==> src/rtl/rhythm_judge_core.sv <==
// Rhythm-game judge: fetches goal notes, grades per-lane hits against timing windows, keeps score/combo totals.
// Optional build macro RHYTHM_JUDGE_AUTOPLAY_EN adds an autoplay input that self-hits every note dead on time.
module rhythm_judge_core #(
   parameter int LANES       = 8,
   parameter int CLOCK_BITS  = 20,
   parameter int SCORE_BITS  = 21,
   parameter int CNT_BITS    = 10,
   parameter int PERFECT_WIN = 4,
   parameter int GOOD_WIN    = 12,
   parameter int PERFECT_PTS = 300,
   parameter int GOOD_PTS    = 100,
   parameter int COMBO_SHIFT = 2,
   parameter int LANE_BITS   = (LANES > 1) ? $clog2(LANES) : 1
) (
   input  logic                  clk,
   input  logic                  rst,
   input  logic                  start,
   input  logic                  abort,
   input  logic [CLOCK_BITS-1:0] system_clock,
   input  logic [LANES-1:0]      hit,
`ifdef RHYTHM_JUDGE_AUTOPLAY_EN
   input  logic                  autoplay,
`endif
   input  logic                  note_valid,
   output logic                  note_ready,
   input  logic [LANE_BITS-1:0]  note_lane,
   input  logic [CLOCK_BITS-1:0] note_time,
   input  logic                  note_last,
   output logic                  judge_valid,
   output logic [1:0]            judge_grade,
   output logic [LANES-1:0]      lane_led,
   output logic [SCORE_BITS-1:0] score,
   output logic [CNT_BITS-1:0]   combo,
   output logic [CNT_BITS-1:0]   max_combo,
   output logic [CNT_BITS-1:0]   perfect_cnt,
   output logic [CNT_BITS-1:0]   good_cnt,
   output logic [CNT_BITS-1:0]   miss_cnt,
   output logic                  busy,
   output logic                  done,
   output logic [2:0]            state_dbg
);

   // Note handshake: a goal note transfers on a cycle where note_valid && note_ready;
   // note_ready is high only in FETCH, so exactly one note is taken per visit to FETCH.

   localparam logic [2:0] S_IDLE  = 3'd0;
   localparam logic [2:0] S_FETCH = 3'd1;
   localparam logic [2:0] S_WAIT  = 3'd2;
   localparam logic [2:0] S_JUDGE = 3'd3;
   localparam logic [2:0] S_DONE  = 3'd4;

   localparam logic [1:0] G_MISS    = 2'd0;
   localparam logic [1:0] G_GOOD    = 2'd1;
   localparam logic [1:0] G_PERFECT = 2'd2;

   localparam int SUMW = SCORE_BITS + CNT_BITS + 34;

   localparam logic signed [CLOCK_BITS-1:0] PERF_S = CLOCK_BITS'(PERFECT_WIN);
   localparam logic signed [CLOCK_BITS-1:0] GOOD_S = CLOCK_BITS'(GOOD_WIN);

   logic [2:0]            state_q, state_d;
   logic [LANE_BITS-1:0]  lane_q, lane_d;
   logic [CLOCK_BITS-1:0] time_q, time_d;
   logic                  last_q, last_d;
   logic [1:0]            grade_q, grade_d;
   logic                  judge_valid_q, judge_valid_d;
   logic [1:0]            judge_grade_q, judge_grade_d;
   logic [SCORE_BITS-1:0] score_q, score_d;
   logic [CNT_BITS-1:0]   combo_q, combo_d;
   logic [CNT_BITS-1:0]   max_combo_q, max_combo_d;
   logic [CNT_BITS-1:0]   perfect_q, perfect_d;
   logic [CNT_BITS-1:0]   good_q, good_d;
   logic [CNT_BITS-1:0]   miss_q, miss_d;

   logic signed [CLOCK_BITS-1:0] delta;
   logic [LANES-1:0]             lane_onehot;
   logic                         lane_hit;
   logic                         judged_hit;
   logic                         in_perfect;
   logic                         in_good;
   logic                         timed_out;
   logic [SUMW-1:0]              pts;
   logic [SUMW-1:0]              sum;
   logic [CNT_BITS-1:0]          combo_inc;

   function automatic logic [CNT_BITS-1:0] inc_sat(input logic [CNT_BITS-1:0] v);
      return (v == {CNT_BITS{1'b1}}) ? v : v + CNT_BITS'(1);
   endfunction

   // Modular subtraction read as two's complement keeps the windows correct across counter wrap.
   always_comb begin
      delta       = system_clock - time_q;
      lane_onehot = LANES'(1) << lane_q;
      lane_hit    = |(hit & lane_onehot);
`ifdef RHYTHM_JUDGE_AUTOPLAY_EN
      judged_hit  = autoplay ? (delta == '0) : lane_hit;
`else
      judged_hit  = lane_hit;
`endif
      in_perfect  = (delta >= -PERF_S) && (delta <= PERF_S);
      in_good     = (delta >= -GOOD_S) && (delta <= GOOD_S);
      timed_out   = (delta > GOOD_S);
   end

   always_comb begin
      pts       = (grade_q == G_PERFECT) ? SUMW'(PERFECT_PTS) : SUMW'(GOOD_PTS);
      sum       = SUMW'(score_q) + pts + SUMW'(combo_q >> COMBO_SHIFT);
      combo_inc = inc_sat(combo_q);
   end

   always_comb begin
      state_d       = state_q;
      lane_d        = lane_q;
      time_d        = time_q;
      last_d        = last_q;
      grade_d       = grade_q;
      judge_valid_d = 1'b0;
      judge_grade_d = judge_grade_q;
      score_d       = score_q;
      combo_d       = combo_q;
      max_combo_d   = max_combo_q;
      perfect_d     = perfect_q;
      good_d        = good_q;
      miss_d        = miss_q;

      if (abort) begin
         state_d = S_IDLE;
      end else begin
         case (state_q)
            S_IDLE, S_DONE: begin
               if (start) begin
                  state_d     = S_FETCH;
                  score_d     = '0;
                  combo_d     = '0;
                  max_combo_d = '0;
                  perfect_d   = '0;
                  good_d      = '0;
                  miss_d      = '0;
               end
            end
            S_FETCH: begin
               if (note_valid) begin
                  lane_d  = note_lane;
                  time_d  = note_time;
                  last_d  = note_last;
                  state_d = S_WAIT;
               end
            end
            S_WAIT: begin
               // An in-window hit wins over a timeout landing on the same cycle.
               if (judged_hit && in_good) begin
                  grade_d = in_perfect ? G_PERFECT : G_GOOD;
                  state_d = S_JUDGE;
               end else if (timed_out) begin
                  grade_d = G_MISS;
                  state_d = S_JUDGE;
               end
            end
            S_JUDGE: begin
               judge_valid_d = 1'b1;
               judge_grade_d = grade_q;
               state_d       = last_q ? S_DONE : S_FETCH;
               if (grade_q == G_MISS) begin
                  combo_d = '0;
                  miss_d  = inc_sat(miss_q);
               end else begin
                  score_d     = (sum[SUMW-1:SCORE_BITS] != '0) ? {SCORE_BITS{1'b1}}
                                                              : sum[SCORE_BITS-1:0];
                  combo_d     = combo_inc;
                  max_combo_d = (combo_inc > max_combo_q) ? combo_inc : max_combo_q;
                  if (grade_q == G_PERFECT) perfect_d = inc_sat(perfect_q);
                  else                      good_d    = inc_sat(good_q);
               end
            end
            default: state_d = S_IDLE;
         endcase
      end
   end

   always_ff @(posedge clk) begin
      if (rst) begin
         state_q       <= S_IDLE;
         lane_q        <= '0;
         time_q        <= '0;
         last_q        <= 1'b0;
         grade_q       <= G_MISS;
         judge_valid_q <= 1'b0;
         judge_grade_q <= G_MISS;
         score_q       <= '0;
         combo_q       <= '0;
         max_combo_q   <= '0;
         perfect_q     <= '0;
         good_q        <= '0;
         miss_q        <= '0;
      end else begin
         state_q       <= state_d;
         lane_q        <= lane_d;
         time_q        <= time_d;
         last_q        <= last_d;
         grade_q       <= grade_d;
         judge_valid_q <= judge_valid_d;
         judge_grade_q <= judge_grade_d;
         score_q       <= score_d;
         combo_q       <= combo_d;
         max_combo_q   <= max_combo_d;
         perfect_q     <= perfect_d;
         good_q        <= good_d;
         miss_q        <= miss_d;
      end
   end

   assign note_ready  = (state_q == S_FETCH);
   assign lane_led    = (state_q == S_WAIT) ? lane_onehot : '0;
   assign busy        = (state_q != S_IDLE) && (state_q != S_DONE);
   assign done        = (state_q == S_DONE);
   assign judge_valid = judge_valid_q;
   assign judge_grade = judge_grade_q;
   assign score       = score_q;
   assign combo       = combo_q;
   assign max_combo   = max_combo_q;
   assign perfect_cnt = perfect_q;
   assign good_cnt    = good_q;
   assign miss_cnt    = miss_q;
   assign state_dbg   = state_q;

endmodule

==> config.mk <==
export PLATFORM = sky130hd
export DESIGN_NAME = rhythm_judge_core
export DESIGN_NICKNAME = d
export VERILOG_FILES = /design/src/rtl/rhythm_judge_core.sv
export SDC_FILE = /design/constraint.sdc
export NUM_CORES = 1
export LEC_CHECK = 0
export BUFFER_PORTS_ARGS = -buffer_cell sky130_fd_sc_hd__buf_4
export CAP_MARGIN = 15
export CORE_MARGIN = 4
export CORE_UTILIZATION = 50
export DETAILED_ROUTE_END_ITERATION = 8
export PLACE_DENSITY = 0.86
export SLEW_MARGIN = 5
export SYNTH_ARGS = -nofsm -noshare
export SYNTH_HDL_FRONTEND = slang
export SYNTH_SLANG_ARGS = --single-unit
==> constraint.sdc <==
create_clock -name clk -period 4 [get_ports clk]
set_clock_uncertainty 0.2 [all_clocks]
set_input_delay 0.2 -clock clk [delete_from_list [all_inputs] [get_ports clk]]
set_output_delay 0.2 -clock clk [all_outputs]
set_load 0.01 [all_outputs]
# ---- Yosys cells after proc, flatten, opt, wreduce, memory -nomap -nowiden
# Cells that the tools add are included.
dict set report word_totals {
  reg_bits 103
  word_cells 107
}
dict set report classes {
  addsub 7
  n_lt_le_gt_ge 6
  eq_ne 21
  n_shift 1
  muxes 34
  bitwise 2
  reduce_logical 23
}
# operator count
set ops {}
lappend ops {{two-way mux 10 bit} 13}
lappend ops {{one-hot mux 10 bit (2 select lines)} 5}
lappend ops {{two-way mux 21 bit} 3}
lappend ops {{nonzero test 44 bit} 1}
lappend ops {{one-hot mux 21 bit (2 select lines)} 1}
lappend ops {{adder 10 x 1 -> 10 bit (second input constant)} 4}
lappend ops {{== test 10 bit (second input constant)} 4}
lappend ops {{adder 22 x 8 -> 23 bit} 1}
lappend ops {{adder 21 x 9 -> 22 bit} 1}
lappend ops {{>= comparator 20 x 3 -> 1 bit (second input constant)} 1}
lappend ops {{>= comparator 20 x 5 -> 1 bit (second input constant)} 1}
lappend ops {{greater-than comparator 20 x 5 -> 1 bit (second input constant)} 1}
lappend ops {{<= comparator 20 x 4 -> 1 bit (second input constant)} 1}
lappend ops {{<= comparator 20 x 5 -> 1 bit (second input constant)} 1}
lappend ops {{inequality test 2 bit (second input constant)} 10}
lappend ops {{subtractor 20 bit} 1}
lappend ops {{two-way mux 3 bit} 5}
lappend ops {{one-hot mux 3 bit (4 select lines)} 1}
lappend ops {{AND reduction 3 bit} 4}
lappend ops {{AND reduction 6 bit} 2}
lappend ops {{greater-than comparator 10 bit} 1}
lappend ops {{AND reduction 5 bit} 2}
lappend ops {{two-way mux 9 bit} 1}
lappend ops {{AND 8 bit} 1}
lappend ops {{19 further kinds} 28}

# ---- Longest topological paths before layout
dict set report depth {
  depth_word 8
  mapped_depth 15
  depth_no_buf 14
}

# ---- Worst setup path before layout
# No wires, ideal clock.
dict set report synth_timing {
  path_kind {register to register}
  startpoint {reg combo_q[0] (netlist: combo[0])}
  endpoint {reg max_combo_q[0] (netlist: max_combo[0])}
  t_arrival_ns 3.567
  required_time_ns 3.727
  path_slack_ns 0.160
  stages_incl_launch_ff 16
  path_buffers 1
  cell_sequence {dfxtp_1 ha_1 and2_1 clkbuf_1 nand4_1 mux2_2 ha_1 nor2b_1 o21a_1 o21a_1 o21a_1 o21a_1 o21ai_0 nand3b_1 a41oi_1 o2bb2ai_1}
}
dict set report synth_between {
  elab_chain_len 5
}
# item line
set synth_rtl {}
lappend synth_rtl {{start, declared} 69} ;# logic [CNT_BITS-1:0] combo_q, combo_d;
lappend synth_rtl {{start signal, assigned} 204} ;# combo_q <= combo_d;
lappend synth_rtl {{adder 10 x 1 -> 10 bit or == test 10 bit (tied branches)} 87} ;# return (v == {CNT_BITS{1'b1}}) ? v : v + CNT_BITS'(1);
lappend synth_rtl {{two-way mux 10 bit *} 87}
lappend synth_rtl {{greater-than comparator 10 bit or two-way mux 10 bit (tied branches)} 170} ;# max_combo_d = (combo_inc > max_combo_q) ? combo_inc : max_combo_q;
lappend synth_rtl {{inequality test 2 bit (no source line) or two-way mux 10 bit (tied branches)} -}
lappend synth_rtl {{AND reduction 5 bit (no source line) or one-hot mux 10 bit (2 select lines) (tied branches)} -}
lappend synth_rtl {{end signal, assigned} 205} ;# max_combo_q <= max_combo_d;
lappend synth_rtl {{end, declared} 70} ;# logic [CNT_BITS-1:0] max_combo_q, max_combo_d;
# Mark *: on every way between the ends. The rest lies on a longest branch, timed or not. The select of a mux whose other input is x is not followed.
# A chain may end at the register's enable or synchronous reset.

# ---- Worst setup path in the final report
dict set report layout_timing {
  startpoint {reg grade_q[0]}
  endpoint {reg score_q[19] (netlist: score[19])}
}
dict set report layout_between {
  elab_chain_len 8
}
# item line
set layout_rtl {}
lappend layout_rtl {{start, declared} 65} ;# logic [1:0] grade_q, grade_d;
lappend layout_rtl {{start signal, assigned} 200} ;# grade_q <= grade_d;
lappend layout_rtl {{== test 2 bit} 106} ;# pts = (grade_q == G_PERFECT) ? SUMW'(PERFECT_PTS) : SUMW'(GOOD_PTS);
lappend layout_rtl {{two-way mux 9 bit} 106}
lappend layout_rtl {{adder 21 x 9 -> 22 bit} 107} ;# sum = SUMW'(score_q) + pts + SUMW'(combo_q >> COMBO_SHIFT);
lappend layout_rtl {{adder 22 x 8 -> 23 bit} 107}
lappend layout_rtl {{nonzero test 44 bit} 167} ;# score_d = (sum[SUMW-1:SCORE_BITS] != '0) ? {SCORE_BITS{1'b1}}
lappend layout_rtl {{two-way mux 21 bit} 167}
lappend layout_rtl {{two-way mux 21 bit} 163} ;# if (grade_q == G_MISS) begin
lappend layout_rtl {{one-hot mux 21 bit (2 select lines)} 129} ;# case (state_q)
lappend layout_rtl {{end signal, assigned} 203} ;# score_q <= score_d;
lappend layout_rtl {{end, declared} 68} ;# logic [SCORE_BITS-1:0] score_q, score_d;
# Several ways; a longest one is shown, not always the timed one. The select of a mux whose other input is x is not followed.

==> metrics.md <==
| Metric | Value |
|---|---|
| Status | complete, no violations |
| Period utilization | around 93% |
| Crit path required time | between 4 and 5 ns |
| RePlAce Congestion | approximately 0.91 |
| Worst setup EP type | register |
| Max Cap Viol | 0 |
| Post-Synthesis Cells | slightly above 900 |
| Layout Area Growth over Synthesis | 24.51% |
| Yosys warnings | 0 |
| Min-Delay Path Class | primary input to register |
| FP Rows | 43 |
| Post-synthesis register bit count | between 100 and 150 |
| Final Hold Viols | 0 |
| CTS root buffer | clkbuf_16 |
| CP Buf/Inv Count | 3 |
| Final setup fails | 0 |
| Tot GR Track Use | 23.28% |
| Worst IR Drop VDD | between 150 and 200 µV |
| Worst slew margin relative to its limit | around two fifths |
| Post-DRT Antenna Nets | 0 |
| Final Non-Filler Cells | 1,249 |
| Synthesized area | approximately 7000 µm² |
| Most area-consuming cells after synthesis | dfxtp_1 (29%), ha_1 (8.7%), nand2_1 (6.8%) |
| Slowest cell delay on critical path | around 0.50 ns |
| Die ar. | 16,010 µm² |
| Setup TNS | 0 ns |
| Synth cell types | between 70 and 80 |
| Die width | 126.5 µm |
| Vias in the first global route | 6,645 |
| H-tree Lvls | 3 |
| Largest net degree at the start of global routing | 63 |
| Global-route wire length before repair | 31.40 mm |
| Skew-Pair Late Insertion Delay | 0.36 ns |
| DR vias/cell | between 5 and 6 |
| Placed cells | between 1,000 and 1,500 |
| Total Wirelength | approximately 19 mm |
| # diodes | 0 |
| Critical Path Most Common Cell | a21oi_1 |
| FFs w/ async S/R, synth | 0% |
| Crit path kind | register to register |
| Fmax | 268.0 MHz |
| I/O pin count | 145 |
| Worst-path clk slew | 0.08 ns |
| Post-detail-place hpwl | approximately 14 mm |
| Synth top area share | around 29% |
| DRC viols | 0 |
| Initial drt markers | around 510 |
| Initial Util | between 50% and 60% |
| Slowest cell on crit path | or4_1 |
| Leak Pwr | 0.003613 µW |
| Die height | about 130 µm |
| Final setup margin | ~0.27 ns |
| Vias | 7,094 |
| Worst-path maximum fanout | 4 |
| CTS tree | built |
| Worst Max-Slew Pin Slew | roughly 0.91 ns |
| Core area | between 10,000 and 15,000 µm² |
| Sequential share of the synthesized area | between 20 and 30% |
| Wirelength per Cell | 15.32 µm |
| Synth area leader | dfxtp_1 |
| Port bufs | ~140 |
| Final Max Tran Viols | 0 |
| Initial antenna violation count | 0 |
| Unrepaired setup endpoints after global routing | no |
| DP Worst Slack | around 0.2 ns |
| Critical path, cell by cell | inv_1 > nand2_1 > inv_1 > fa_1 > ha_1 > a21o_1 > a21oi_1 > o21bai_1 > a21oi_1 > o21bai_1 > a21oi_1 > buf_4 > or4_1 > a21oi_1 > nor3_1 |
| CP top delay family | compound AO/OA/AOI/OAI gates |
| Clk sinks | approximately 100 |
| Critical Path AT | 3.75 ns |
| Main flop type after synthesis | dfxtp_1 |
| Fraction of layout cells with a size suffix above 1 | approximately a fifth |
| Power Density | around 260 nW/µm² |
| EDFF count, synth | 0 |
| CTS Buf Count | 9 |
| Maximum clock path buffer count | 2 |
| NumNets Final | around 1,200 |
| Final global-route overflow total | 0 |
| Worst setup SP type | register |
| Syn_area_per_cell | 7.702 µm² |
| Drt pass-1 iters | 5 |
| Syn_nets | ~1,000 |
| Minimum clock period | ~3.7 ns |
cell usage after synthesis, types with 3 or more instances:
library cell and instances:
or3_1 10, xnor2_1 17, xor2_1 23, a41oi_1 3, o2bb2ai_1 11, nor4_1 3, o211ai_1 3, dfxtp_1 103
and2_1 3, and4_1 6, nand3b_1 4, a211oi_1 6, clkbuf_8 8, o22ai_1 3, nor2_1 91, nand2_1 127
nor2b_1 4, ha_1 49, clkbuf_1 26, a21o_2 5, o21bai_1 4, inv_1 70, fa_1 4, o21a_1 9
o21ai_0 46, a31oi_1 14, nand4_1 20, nor3_1 19, or2_2 5, and3_1 15, nand2b_1 8, mux2i_1 6
nand3_1 26, a21o_1 10, a2111oi_0 3, a22oi_1 13, a21oi_1 85
cells by family after synthesis:
kind of cell,after synthesis,synth area share [%]
simple gates,356,24.31
compound gates,245,23.26
buf+inv,108,7.196
flops,103,29.36
fa+ha+maj,53,9.868
xor+xnor,40,4.987
mux,7,1.015
where the power goes:
part           total, µW  switching (µW)  internal (µW)
clock                944             442            502
sequential          1030            4.07           1030
combinational        337             188            150
registers in the layout, indices dropped and copies added, names as in the netlist:
name and count:
combo 10, miss_cnt 10, score 21, time_q 20
judge_valid 1, last_q 1, grade_q 2, perfect_cnt 10
judge_grade 2, lane_q 3, max_combo 10, state_dbg 3
good_cnt 10
stage by stage:
stage	util [%]	instance area, µm²	total power, µW	hold slack, ns
after global routing	63.25	8746	2399	0.02881
after CTS	63.13	8728	2328	0.01554
after detailed placement	59.05	8165	1366	0.2481
after floorplan	-	7024	1281	0.1360
final	63.25	8746	2313	0.02868
after global placement	59.05	8165	1361	0.2416
final cells by class:
cell class | count | area, µm²
Fill cell | 1177 | 5081
Inverter | 70 | 262.8
Multi-Input combinational cell | 701 | 4477
Tap cell | 180 | 225.2
Clock inverter | 7 | 87.58
Timing Repair Buffer | 179 | 1406
Clock buffer | 9 | 225.2
Sequential cell | 103 | 2062
layout by cell type, fill, tap and decap left out, types with 4 or more instances in the layout:
cell           count
nor2_1            91
and3_1            15
nor3_1            15
buf_4            154
or3_1             10
ha_1              49
nor2b_1            4
nor3_2             5
nand2b_1           8
o2bb2ai_1         11
and4_1             6
o21bai_1           4
nand2_1          127
o21ai_0           46
a21o_1            10
a22oi_1           13
xor2_1            23
nand3b_1           4
mux2i_1            6
a211oi_1           6
inv_1             70
nand4_1           20
fa_1               4
a31oi_1           14
clkbuf_16          9
or2_2              5
dfxtp_1          103
xnor2_1           17
nand3_1           26
a21oi_1           85
dlygate4sd3_1     25
o21a_1             9
a21o_2             5
what timing repair did:
| action | 4_1_cts | 5_1_grt |
|---|---|---|
| endpoints found under the hold margin | 27 | 0 |
| gates resized for setup | 0 | 3 |
| setup buffers | 0 | 1 |
| endpoints found under the setup margin | 0 | 5 |
| hold buffers | 25 | 0 |
routing by layer:
layer	GRT usage [%]	vias to the layer above	wire length (µm)
met4	7.760	0	410
met3	3.958	35	1203
met2	40.78	239	9429
met5	0	-	0
li1	-	3518	-
met1	28.97	3302	8090
path summary, 6_finish.rpt:
| check | from | end | slack, ns | depth (start not counted) |
|---|---|---|---|---|
| worst min-delay path | start | state_dbg[2] | 0.03 | 4 |
| worst min register to register | time_q[7] | time_q[7] | 0.26 | 2 |
| worst max register to register | grade_q[0] | score[19] | 0.27 | 15 |
| worst max-delay path | grade_q[0] | score[19] | 0.27 | 15 |
tightest hold or removal path, cell delays in order:
cell and delay [ns]:
buf_4 0.08, inv_1 0.03, a22oi_1 0.16, nor3_1 0.06
(Power assumes the default switching activity.)
